<file path="src/rtl/pc_next_unit_if.sv">
// ---------------------------------------------------------------------------
// pc_next_unit_if
// Purpose : bundles the fetch handshake, the branch-control inputs and the
//           status outputs of the LEGv8 PC / next-PC stage.
// Modports:
//   master - the PC unit: drives fetch_valid, pc, pc_plus4, misalign_err,
//            fetch_count; samples fetch_ready, the branch controls and halt.
//   slave  - fetch/decode side: the mirror image of master.
// Signals :
//   fetch_valid / fetch_ready  fetch handshake (accept = valid & ready)
//   pc, pc_plus4               current fetch address and its successor
//   uncond_br, cond_br,
//   cond_true, br_reg          branch selection controls
//   imm26, imm19               signed word offsets for B/BL and CBZ/B.cond
//   reg_target                 BR target register value
//   halt                       halt request
//   misalign_err               one-cycle pulse on a misaligned BR target
//   fetch_count                number of accepted fetches
// ---------------------------------------------------------------------------
interface pc_next_unit_if #(
    parameter int unsigned CNT_W = 32
);
    logic             fetch_valid;
    logic             fetch_ready;
    logic [63:0]      pc;
    logic [63:0]      pc_plus4;
    logic             uncond_br;
    logic             cond_br;
    logic             cond_true;
    logic             br_reg;
    logic [25:0]      imm26;
    logic [18:0]      imm19;
    logic [63:0]      reg_target;
    logic             halt;
    logic             misalign_err;
    logic [CNT_W-1:0] fetch_count;

    modport master (
        output fetch_valid,
        output pc,
        output pc_plus4,
        output misalign_err,
        output fetch_count,
        input  fetch_ready,
        input  uncond_br,
        input  cond_br,
        input  cond_true,
        input  br_reg,
        input  imm26,
        input  imm19,
        input  reg_target,
        input  halt
    );

    modport slave (
        input  fetch_valid,
        input  pc,
        input  pc_plus4,
        input  misalign_err,
        input  fetch_count,
        output fetch_ready,
        output uncond_br,
        output cond_br,
        output cond_true,
        output br_reg,
        output imm26,
        output imm19,
        output reg_target,
        output halt
    );
endinterface

</file>
<file path="src/rtl/pc_next_unit.sv">
// ---------------------------------------------------------------------------
// pc_next_unit
// Purpose : 64-bit program counter and next-PC selection for the LEGv8
//           datapath. Presents pc / pc_plus4 to instruction fetch, advances
//           only when imem accepts the address, and selects the next PC from
//           BR > B/BL > taken CBZ/B.cond > sequential. A halt request moves
//           the unit into a terminal HALTED state that only reset leaves.
// Parameters:
//   RESET_PC  PC loaded on reset (low two bits forced to zero)
//   INSTR_B   bytes per instruction (sequential increment)
//   CNT_W     width of the accepted-fetch counter
// Ports:
//   clk      rising-edge clock
//   reset_n  asynchronous active-low reset
//   bus      pc_next_unit_if.master (fetch handshake, branch controls,
//            pc / pc_plus4, misalign_err, fetch_count)
// ---------------------------------------------------------------------------
module pc_next_unit #(
    parameter logic [63:0] RESET_PC = 64'h0,
    parameter int unsigned INSTR_B  = 4,
    parameter int unsigned CNT_W    = 32
) (
    input  logic            clk,
    input  logic            reset_n,
    pc_next_unit_if.master  bus
);

    localparam int unsigned PC_W     = 64;
    localparam int unsigned IMM26_W  = 26;
    localparam int unsigned IMM19_W  = 19;
    localparam int unsigned SEXT26_W = PC_W - IMM26_W - 2;
    localparam int unsigned SEXT19_W = PC_W - IMM19_W - 2;

    // A misaligned reset vector would make every sequential fetch misaligned.
    localparam logic [PC_W-1:0] RESET_PC_AL = {RESET_PC[PC_W-1:2], 2'b00};

    typedef enum logic [1:0] {
        ST_BOOT   = 2'd0,
        ST_RUN    = 2'd1,
        ST_HALTED = 2'd2
    } state_e;

    state_e           state_q,        state_d;
    logic [PC_W-1:0]  pc_q,           pc_d;
    logic             fetch_valid_q,  fetch_valid_d;
    logic             misalign_err_q, misalign_err_d;
    logic [CNT_W-1:0] fetch_count_q,  fetch_count_d;

    logic             accept_c;
    logic             cond_taken_c;
    logic [PC_W-1:0]  seq_target_c;
    logic [PC_W-1:0]  b_target_c;
    logic [PC_W-1:0]  cb_target_c;
    logic [PC_W-1:0]  br_target_c;
    logic [PC_W-1:0]  b_offset_c;
    logic [PC_W-1:0]  cb_offset_c;

    // Candidate targets; every add wraps silently modulo 2^64.
    always_comb begin
        b_offset_c   = {{SEXT26_W{bus.imm26[IMM26_W-1]}}, bus.imm26, 2'b00};
        cb_offset_c  = {{SEXT19_W{bus.imm19[IMM19_W-1]}}, bus.imm19, 2'b00};
        seq_target_c = pc_q + PC_W'(INSTR_B);
        b_target_c   = pc_q + b_offset_c;
        cb_target_c  = pc_q + cb_offset_c;
        br_target_c  = {bus.reg_target[PC_W-1:2], 2'b00};
        cond_taken_c = bus.cond_br & bus.cond_true;
    end

    // fetch_valid_q is high only in RUN, so an accept implies RUN.
    assign accept_c = fetch_valid_q & bus.fetch_ready;

    // Next-state, next-PC and status computation.
    always_comb begin
        state_d        = state_q;
        pc_d           = pc_q;
        fetch_count_d  = fetch_count_q;
        misalign_err_d = 1'b0;

        unique case (state_q)
            ST_BOOT:   state_d = ST_RUN;
            ST_RUN:    if (bus.halt) state_d = ST_HALTED;
            ST_HALTED: state_d = ST_HALTED;
            default:   state_d = ST_BOOT;
        endcase

        // A halt coinciding with an accept still lets that fetch complete.
        if (accept_c) begin
            fetch_count_d = fetch_count_q + CNT_W'(1);
            if (bus.br_reg) begin
                pc_d           = br_target_c;
                misalign_err_d = |bus.reg_target[1:0];
            end else if (bus.uncond_br) begin
                pc_d = b_target_c;
            end else if (cond_taken_c) begin
                pc_d = cb_target_c;
            end else begin
                pc_d = seq_target_c;
            end
        end

        fetch_valid_d = (state_d == ST_RUN);
    end

    // State and datapath registers.
    always_ff @(posedge clk or negedge reset_n) begin
        if (!reset_n) begin
            state_q        <= ST_BOOT;
            pc_q           <= RESET_PC_AL;
            fetch_valid_q  <= 1'b0;
            misalign_err_q <= 1'b0;
            fetch_count_q  <= '0;
        end else begin
            state_q        <= state_d;
            pc_q           <= pc_d;
            fetch_valid_q  <= fetch_valid_d;
            misalign_err_q <= misalign_err_d;
            fetch_count_q  <= fetch_count_d;
        end
    end

    assign bus.fetch_valid  = fetch_valid_q;
    assign bus.pc           = pc_q;
    assign bus.pc_plus4     = seq_target_c;
    assign bus.misalign_err = misalign_err_q;
    assign bus.fetch_count  = fetch_count_q;

endmodule

</file>
<file path="src/flat_wrapper.sv">
// flat-port wrapper written by rule: the top's interface ports become plain ports
module pc_next_unit_flat 
#(
    parameter logic [63:0] RESET_PC = 64'h0,
    parameter int unsigned INSTR_B  = 4,
    parameter int unsigned CNT_W    = 32
)
  (clk, reset_n, bus_fetch_valid, bus_pc, bus_pc_plus4, bus_misalign_err, bus_fetch_count, bus_fetch_ready, bus_uncond_br, bus_cond_br, bus_cond_true, bus_br_reg, bus_imm26, bus_imm19, bus_reg_target, bus_halt);
  pc_next_unit_if #(.CNT_W(CNT_W)) bus_i ();
  input  logic clk;
  input  logic reset_n;
  output wire logic [$bits(bus_i.fetch_valid)-1:0] bus_fetch_valid;
  output wire logic [$bits(bus_i.pc)-1:0] bus_pc;
  output wire logic [$bits(bus_i.pc_plus4)-1:0] bus_pc_plus4;
  output wire logic [$bits(bus_i.misalign_err)-1:0] bus_misalign_err;
  output wire logic [$bits(bus_i.fetch_count)-1:0] bus_fetch_count;
  input wire logic [$bits(bus_i.fetch_ready)-1:0] bus_fetch_ready;
  input wire logic [$bits(bus_i.uncond_br)-1:0] bus_uncond_br;
  input wire logic [$bits(bus_i.cond_br)-1:0] bus_cond_br;
  input wire logic [$bits(bus_i.cond_true)-1:0] bus_cond_true;
  input wire logic [$bits(bus_i.br_reg)-1:0] bus_br_reg;
  input wire logic [$bits(bus_i.imm26)-1:0] bus_imm26;
  input wire logic [$bits(bus_i.imm19)-1:0] bus_imm19;
  input wire logic [$bits(bus_i.reg_target)-1:0] bus_reg_target;
  input wire logic [$bits(bus_i.halt)-1:0] bus_halt;
  assign bus_fetch_valid = bus_i.fetch_valid;
  assign bus_pc = bus_i.pc;
  assign bus_pc_plus4 = bus_i.pc_plus4;
  assign bus_misalign_err = bus_i.misalign_err;
  assign bus_fetch_count = bus_i.fetch_count;
  assign bus_i.fetch_ready = bus_fetch_ready;
  assign bus_i.uncond_br = bus_uncond_br;
  assign bus_i.cond_br = bus_cond_br;
  assign bus_i.cond_true = bus_cond_true;
  assign bus_i.br_reg = bus_br_reg;
  assign bus_i.imm26 = bus_imm26;
  assign bus_i.imm19 = bus_imm19;
  assign bus_i.reg_target = bus_reg_target;
  assign bus_i.halt = bus_halt;
  pc_next_unit #(.RESET_PC(RESET_PC), .INSTR_B(INSTR_B), .CNT_W(CNT_W)) u_core (.clk(clk), .reset_n(reset_n), .bus(bus_i));
endmodule
</file>
<file path="config.mk">
export PLATFORM = sky130hd
export DESIGN_NAME = pc_next_unit_flat
export DESIGN_NICKNAME = d
export VERILOG_FILES = /design/src/rtl/pc_next_unit_if.sv /design/src/rtl/pc_next_unit.sv /design/src/flat_wrapper.sv
export SDC_FILE = /design/constraint.sdc
export NUM_CORES = 1
export LEC_CHECK = 0
export ABC_CLOCK_PERIOD_IN_PS = 8480
export BUFFER_PORTS_ARGS = -buffer_cell sky130_fd_sc_hd__buf_2
export CAP_MARGIN = 20
export CELL_PAD_IN_SITES_DETAIL_PLACEMENT = 1
export CELL_PAD_IN_SITES_GLOBAL_PLACEMENT = 2
export CORE_ASPECT_RATIO = 0.7
export CORE_MARGIN = 2
export CORE_UTILIZATION = 35
export CTS_CLUSTER_SIZE = 28
export DETAILED_ROUTE_END_ITERATION = 10
export PLACE_DENSITY_LB_ADDON = 0.1
export SLEW_MARGIN = 40
export SYNTH_ARGS = -nofsm -noshare
export SYNTH_HDL_FRONTEND = slang
export SYNTH_SLANG_ARGS = --single-unit
</file>
<file path="constraint.sdc">
create_clock -name clk -period 8.48 [get_ports clk]
set_clock_uncertainty 0.2 [all_clocks]
set_input_delay 1.696 -clock clk [delete_from_list [all_inputs] [get_ports clk]]
set_output_delay 1.696 -clock clk [all_outputs]
set_load 0.005 [all_outputs]
</file>
# --- Word-level counts from Yosys, hierarchy flattened ---
# Index checks and enable logic that the tools add are counted.
word_totals:
  regBits: 100
  latch_bits: 0
  ram_bits: 0
  mem_bits_ro: 0
  inputBits: 117
  n_memories: 0
classes:
  n_addsub: 4
  mul: 0
  n_div: 0
  magnitude_cmp: 0
  eq_ne: 3
  shift: 0
  n_mux: 7
  bitwise_logic: 2
  reduce_logical: 2
ops:
  columns: ["op", "count"]
  rows:
  - ["2-to-1 mux 64 bit", 3]
  - ["adder 64 bit", 2]
  - ["adder 64 x 3 -> 64 bit, second input constant", 1]
  - ["adder 32 x 1 -> 32 bit, second input constant", 1]
  - ["case mux 2 bit (3 select lines)", 1]
  - ["equality test 2 x 1 -> 1 bit, second input constant", 2]
  - ["bitwise AND 1 bit", 2]
  - ["equality test 2 bit, second input constant", 1]
  - ["zero test 2 bit", 1]
  - ["2-to-1 mux 1 bit", 2]
  - ["2-to-1 mux 2 bit", 1]
  - ["OR reduction 2 bit", 1]

# --- Longest topological paths before layout ---
# Gate-level depths: netlist of the first run.
logic_depth:
  ltp_word: 4
  depth_mapped: 14

# --- Least setup slack after synthesis of the first run ---
# No wires, ideal clock.
synth_timing:
  path_type: "input port to flip-flop"
  startpoint: "in bus_imm26[0]"
  endpoint: "reg u_core.pc_q[62] (netlist: u_core.bus.pc[62])"
  setup_time_ns: 0.134
  arrival_time_ns: 4.668
  slack_ns: 3.478
  cell_stages: 13
  path_buffers: 0
  cell_sequence: "ha_1 > fa_1 > a21o_1 > a221oi_2 > a2111oi_4 > or3_4 > a31oi_4 > o41ai_4 > a211oi_4 > o41ai_2 > xor2_1 > a221oi_2 > a22oi_1"
synth_between:
  elab_chain_cells: 3
synth_rtl:
  columns: ["item", "line", "text"]
  rows:
  - ["start: declaration", "flat_wrapper.sv:22", "input wire logic [$bits(bus_i.imm26)-1:0] bus_imm26;"]
  - ["adder 64 bit", "pc_next_unit.sv:63", "b_target_c = pc_q + b_offset_c;"]
  - ["2-to-1 mux 64 bit", "pc_next_unit.sv:92", "end else if (bus.uncond_br) begin"]
  - ["2-to-1 mux 64 bit", "pc_next_unit.sv:89", "if (bus.br_reg) begin"]
  - ["end signal: assignment", "pc_next_unit.sv:114", "pc_q <= pc_d;"]
  - ["end: declaration", "pc_next_unit.sv:44", "logic [PC_W-1:0] pc_q, pc_d;"]
# No other way between the ends.
# A chain may end at the register's enable or synchronous reset.

# --- Worst setup path in the final report of the first run ---
layout_timing:
  startpoint: "reg u_core.pc_q[11] (netlist: u_core.bus.pc[11])"
  endpoint: "out bus_pc_plus4[53]"
layout_between:
  elab_chain_cells: 1
layout_rtl:
  columns: ["item", "line", "text"]
  rows:
  - ["adder 64 x 3 -> 64 bit", "pc_next_unit.sv:62", "seq_target_c = pc_q + PC_W'(INSTR_B);"]
  - ["end: declaration", "flat_wrapper.sv:14", "output wire logic [$bits(bus_i.pc_plus4)-1:0] bus_pc_plus4;"]
# No other way between the ends.

==> results of run 1 <==
==> placed cells by master (no fill, tap or decap), types with 66 or more instances in the layout <==
cell type  instances
o21ai_0          125
xnor2_1          114
ha_1             124
nand2_1          188
nand3_1           66
xor2_1            79
buf_2            269
dfrtp_1           98
a21oi_1          198
nor2_1           133
a21o_1            76
==> routing by layer <==
metal / wire length, µm / vias up
li1: - / 7137
met1: 34300 / 7749
met2: 24800 / 555
met3: 5810 / 32
met4: 816 / 0
met5: 0 / -
==> stage by stage <==
stage | hold WS, ns | instance area, µm² | worst slack (ns)
2_1_floorplan | 0.222 | 13600 | 3.48
6_report | 0.250 | 15700 | 2.89
3_3_place_gp | 0.248 | 15300 | 2.36
5_1_grt | 0.261 | 15700 | 2.66
4_1_cts | 0.251 | 15600 | 3.01
3_5_place_dp | 0.249 | 15300 | 2.71
==> report_power, final <==
group	leakage, nW	internal [mW]	switching, mW
Sequential	1.23	0.621	0.569
Combinational	5.90	1.71	2.78
Clock	0.138	0.229	0.210
Total	7.27	2.56	3.56
==> flip-flops by register name (all words and copies together) (netlist names) <==
register	count
u_core.bus.misalign_err	1
u_core.bus.fetch_valid	1
u_core.state_q	2
u_core.bus.fetch_count	32
u_core.bus.pc	62
==> critical path, delay by kind of cell, from the launching register on <==
kind                      cells  cell delay (ns)
buffers and inverters         2             0.31
and+or+nand+nor               6             1.98
xor gates and xnor gates      1             0.36
DFF                           1             0.66
==> final timing paths <==
check | from | to | slack (ns) | cells past startpoint
max | u_core.bus.pc[11]$_DFFE_PN0P_ | bus_pc_plus4[53] | 2.89 | 9
min | u_core.state_q[1]$_DFF_PN0_ | u_core.state_q[0]$_DFF_PN0_ | 0.25 | 1
max reg2reg | u_core.bus.pc[2]$_DFFE_PN0P_ | u_core.bus.pc[20]$_DFFE_PN0P_ | 4.07 | 13
min reg2reg | u_core.state_q[1]$_DFF_PN0_ | u_core.state_q[0]$_DFF_PN0_ | 0.25 | 1
max in group asynchronous | reset_n | u_core.bus.pc[35]$_DFFE_PN0P_ | 5.67 | 2
min in group asynchronous | reset_n | u_core.bus.pc[47]$_DFFE_PN0P_ | 1.17 | 1
==> cell type report <==
type | count | area [µm²]
diodes | 4 | 10.0
clock buffers | 9 | 225
clock inverters | 6 | 67.6
fillers | 4805 | 22600
inverters | 40 | 150
multi-input cells | 1580 | 10600
flip-flops and latches | 98 | 2450
well taps | 496 | 621
repair buffers | 288 | 1490
==> cell families (layout without fill, tap and decap cells) <==
| logic type | after synthesis | after routing | share of synthesized area |
|---|---|---|---|
| AO/OA/AOI/OAI | 638 | 638 | 0.311 |
| XOR/XNOR | 193 | 193 | 0.125 |
| adder cells (fa/ha/maj) | 126 | 126 | 0.117 |
| buffers and inverters | 133 | 343 | 0.0390 |
| flip-flops | 98 | 98 | 0.181 |
| multiplexers | 14 | 14 | 0.0104 |
| other | 1 | 8 | 0.000276 |
| AND/OR/NAND/NOR | 605 | 605 | 0.217 |
==> out/results.txt, run 1 <==
Post-CTS setup buffer count - 0
CP max FO - 7
Hold Vio Cnt, Final - 0
CTS Buf Count - 9
Vias per inst - 6.14
Crit path required time - 6.58 ns
P&R area growth vs syn - 15.4%
Total negative slack - 0 ns
Clock tree buffer depth - 2
Max Clk Rate - 0.179 GHz
Initial antenna violation count - 3
Biggest area consumer among synthesized cells - dfrtp_1
Ys Warns - 0
Die Span Y - 169 µm
Crit path DAT - 3.70 ns
I/O Buffers - 274
Core ar. - 0.0383 mm²
Post-synth EDFFs - 0
Synth Flop Type - dfrtp_1
Final non-filler cell total - 2521
Pwr dens - 391 mW/mm²
Site row count - 60
Synth top area share - 0.181
Total grt overflow - 0
Post-DP HPWL - 52900 µm
Via count - 15500
Pleak - 7.27 nW
Slowest-stage cell, CP - dfrtp_1
TritonRoute pass-1 iters - 5
Root buf cell - clkbuf_16
Number of global-route vias before repair - 14700
Maximum vdd drop - 0.125 mV
Grt peak-use layer - met1
M1 GR Usage - 0.535
Fin crit share - 0.660
Total power - 6.12 mW
RSZ-0062 raised after global routing - no
Max-slew violations - 0
Met2 usage - 0.411
Post-Synthesis Cell Area - 0.0136 mm²
WL/cell - 26.1 µm
Syn Inst Count - 1808
Status - complete, no violations
Nets - 2260
DIE AREA - 0.0404 mm²
Crit. End Element - output pin
Routed WL - 65800 µm
Reg clk slew, reported paths - 0.08 ns
Crit path top cell by count - nand2_1
Top cells by area, synth - dfrtp_1 18%, ha_1 11%, xnor2_1 7.4%
Worst hold path type - reg -> reg
Library cells used by synthesis - 81
DP Cell Count - 2502
Max_cap viols - 0
Pin count of the biggest net entering global routing - 84
Critical Path Start Type - flip-flop
Iteration-0 DRC Markers - 1673
Syn avg cell area - 7.50 µm²
Setup violators final - 0
Seq/Total Area, Yosys - 0.181
Slew @ Worst Pin - 0.905 ns
Final Core Density - 0.409
Fin crit period - 5.59 ns
Initial Util - 0.354
Gr usage total - 0.321
H-Tree Depth - 3
Commonest cells post-synth - 198 x a21oi_1, 190 x nand2_1, 134 x nor2_1
Top-count cell post-synth - a21oi_1
Die Wd - 239 µm
Worst-Skew Late Latency - 0.36 ns
Residual DRC - 0
Global-route wire length before repair - 97400 µm
Cts hold-fix bufs - 0
Delay of the slowest critical-path stage - 0.66 ns
Share of layout cells above drive strength 1 - 0.177
Gp weighted congestion - 0.973
Number of nets with antenna violations after detailed routing - 0
IO Count - 279
Synth Register Bits - 98
CTS tree - yes
Rel. slew slack - 0.395
Crit-path cells - nand4_1, nor3_2, nand2_1, nor3_2, nand2_1, inv_1, nand2_1, xnor2_1, buf_2
Met3 GRT Util - 0.0628
Sink Count - 98
Post-synth ARST share - 1.00
Worst setup path class - reg -> out
Cts repair resizes - 0
(Power assumes the default switching activity.)
==> inputs of run 2 (changes only) <==
--- a/config.mk
+++ b/config.mk
@@ -5,14 +5,15 @@
 export SDC_FILE = /design/constraint.sdc
 export NUM_CORES = 1
 export LEC_CHECK = 0
-export ABC_CLOCK_PERIOD_IN_PS = 8480
+export ABC_AREA = 1
+export ABC_CLOCK_PERIOD_IN_PS = 5700
 export BUFFER_PORTS_ARGS = -buffer_cell sky130_fd_sc_hd__buf_2
 export CAP_MARGIN = 20
 export CELL_PAD_IN_SITES_DETAIL_PLACEMENT = 1
 export CELL_PAD_IN_SITES_GLOBAL_PLACEMENT = 2
 export CORE_ASPECT_RATIO = 0.7
 export CORE_MARGIN = 2
-export CORE_UTILIZATION = 35
+export CORE_UTILIZATION = 30
 export CTS_CLUSTER_SIZE = 28
 export DETAILED_ROUTE_END_ITERATION = 10
 export PLACE_DENSITY_LB_ADDON = 0.1
==> constraint.sdc (replaced) <==
create_clock -name clk -period 5.7 [get_ports clk]
set_clock_uncertainty 0.2 [all_clocks]
set_input_delay 1.14 -clock clk [delete_from_list [all_inputs] [get_ports clk]]
set_output_delay 1.14 -clock clk [all_outputs]
set_load 0.005 [all_outputs]
==> run 2 against run 1 <==
Against the previous run: design area rose by 29%; sequential share of layout area is 3.5 points lower; sequential cell count did not move; largest cell class unchanged; critical endpoint is now bus_pc_plus4[45]; largest power group unchanged; critical path type unchanged; final cell count grew 70%; highest routed layer is now met5; combinational power up 81%; sequential power increased by 55%.
==> out/results.txt, run 2 <==
Crit-path cells - nand2_1, nor3_2, nand2_1, nor4_1, nand3_1, o21ai_1, nand2_1, buf_2
TritonRoute pass-1 iters - 5
Slowest-stage cell, CP - dfrtp_1
Crit path top cell by count - nand2_1
Synth top area share - 0.237
Worst setup path class - reg -> out
RSZ-0062 raised after global routing - no
Rel. slew slack - 0.490
Post-synth EDFFs - 0
P&R area growth vs syn - 14.5%
Mux contribution to synthesized area - 0.00170
Critical R2R Launch - u_core.bus.pc[23]$_DFFE_PN0P_
Nets - 3761
Sink Count - 98
Biggest area consumer among synthesized cells - nand2_1
Worst-Skew Late Latency - 0.39 ns
Total power - 10.7 mW
Setup violators final - 0
Critical Path Start Type - flip-flop
Vias per inst - 5.33
Pwr dens - 529 mW/mm²
Max-slew violations - 0
DP Cell Count - 4267
Fraction of the mapped netlist area in adder cells - 0.0902
Top cells by area, synth - nand2_1 24%, dfrtp_1 14%, inv_1 9.6%
Sw power - 6.89 mW
Sequential share of power - 0.172
Synth Area in Compound Gates - 0.127
Total grt overflow - 0
Slew @ Worst Pin - 0.764 ns
Routed WL - 105000 µm
I/O Buffers - 274
IO Count - 279
H-Tree Depth - 3
Max_cap viols - 0
Post-Synthesis Cell Area - 0.0176 mm²
XOR/XNOR share of the synthesized area - 0.0574
Gp weighted congestion - 1.01
Fin crit share - 0.816
Post-synth ARST share - 1.00
Cts repair resizes - 0
Sw frac - 0.644
CTS Buf Count - 9
Total negative slack - 0 ns
Pin count of the biggest net entering global routing - 78
Ys Warns - 0
Commonest cells post-synth - 1112 x nand2_1, 450 x inv_1, 440 x nor2_1
Synth Flop Type - dfrtp_1
Iteration-0 DRC Markers - 1916
Maximum vdd drop - 0.188 mV
Share of layout cells above drive strength 1 - 0.105
Main combinational cell family by area after synthesis - simple AND/OR/NAND/NOR gates
WL/cell - 24.5 µm
Reg clk slew, reported paths - 0.09 ns
Number of nets with antenna violations after detailed routing - 0
Final non-filler cell total - 4285
Clock tree buffer depth - 2
Crit path DAT - 3.31 ns
Max Clk Rate - 0.215 GHz
Hold Vio Cnt, Final - 0
Fin crit period - 4.65 ns
DIE AREA - 0.0608 mm²
Final Hold Slack - 0.267 ns
Synth Register Bits - 98
Core ar. - 0.0582 mm²
Delay of the slowest critical-path stage - 0.72 ns
CTS tree - yes
Combinational power share - 0.761
Die Span Y - 207 µm
Gr usage total - 0.341
Residual DRC - 0
Internal power - 3.81 mW
Global-route wire length before repair - 151000 µm
Cts hold-fix bufs - 0
Number of global-route vias before repair - 22400
Pleak - 10.7 nW
Most frequent cells in the layout - 1110 x nand2_1, 448 x inv_1, 440 x nor2_1
Site row count - 74
Die Wd - 294 µm
Clock power share - 0.067
Post-CTS setup buffer count - 0
Top-count cell post-synth - nand2_1
Crit. End Element - output pin
Hold_sp - u_core.state_q[1]$_DFF_PN0_
Largest register FFs - 62
Worst hold path type - reg -> reg
Status - complete, no violations
Via count - 22800
Most common cell after layout, fill and taps aside - nand2_1
Simple-gate share of the synthesized area - 0.472
Seq/Total Area, Yosys - 0.139
CP max FO - 7
FILL cells - 8115
Syn avg cell area - 5.39 µm²
Post-DP HPWL - 90400 µm
Crit path required time - 4.36 ns
Library cells used by synthesis - 51
Syn Inst Count - 3272
Initial Util - 0.303
Initial antenna violation count - 1
Beginning of the critical path - u_core.bus.pc[17]$_DFFE_PN0P_
Root buf cell - clkbuf_16
run 2: changes by cell type after synthesis, moves of 12 or more:
cell      before   now
xnor2_1      114    24
nor2_1       134   440
or3_1         13     1
a31oi_1       20     3
clkbuf_1      78    31
inv_1         40   450
nand2_1      190  1112
and3_1        49     1
nand3_1       66   263
nor3_1        25    68
nand4_1       50    35
a221oi_1      12     0
a21o_1        76     8
a211oi_1      49     1
run 2: cells by family after synthesis:
family | count (synthesis)
compound gates | 416
xor+xnor | 113
fa+ha+maj | 126
buf+inv | 518
flops | 98
mux | 3
other cells | 1
simple gates | 1997
run 2: through the flow:
step / cell area, µm² / util / worst slack [ns]
4_1_cts: 20200 / 0.347 / 1.29
2_1_floorplan: 17700 / - / 2.38
6_report: 20200 / 0.347 / 1.05
3_3_place_gp: 19900 / 0.341 / 1.03
3_5_place_dp: 19900 / 0.341 / 1.02
5_1_grt: 20200 / 0.347 / 1.09
run 2: routing by layer:
metal  GRT usage  part of all wire
met1       0.508              0.50
met2       0.500              0.40
met3      0.0759             0.082
met4      0.0599             0.017
met5           0           0.00012
run 2: critical path, delay by kind of cell (launching register included):
family,cells,cell delay (ns)
AOI/OAI and AO/OA,1,0.28
buffers and inverters,1,0.17
and+or+nand+nor,6,1.74
DFF,1,0.72
run 2: area by class of cell:
class | instances | area, µm² | share of cell area
Tap cell | 760 | 951 | 0.0471
Antenna cell | 2 | 5.00 | 0.000248
Inverter | 461 | 1730 | 0.0857
Multi-Input combinational cell | 2659 | 13200 | 0.656
Timing Repair Buffer | 289 | 1500 | 0.0744
Sequential cell | 98 | 2450 | 0.121
Clock inverter | 6 | 77.6 | 0.00384
Clock buffer | 10 | 239 | 0.0118
run 2: final timing paths:
check	slack, ns	cells after the start	to
worst min register to register	0.27	1	u_core.bus.fetch_valid$_DFF_PN0_
worst min-delay path	0.27	1	u_core.bus.fetch_valid$_DFF_PN0_
worst max-delay path	1.05	8	bus_pc_plus4[45]
min in group asynchronous	0.53	1	u_core.bus.fetch_count[7]$_DFFE_PN0P_
worst max register to register	1.87	15	u_core.bus.pc[41]$_DFFE_PN0P_
max in group asynchronous	3.62	2	u_core.bus.pc[24]$_DFFE_PN0P_
run 2: power groups by stage:
stage	sequential [mW]	combinational [mW]	clock, mW
finish	1.84	8.14	0.718
global route	1.84	9.03	0.752
CTS	1.84	8.01	0.728
detailed placement	1.86	7.96	0
global placement	1.85	7.88	0
floorplan	1.34	4.97	0
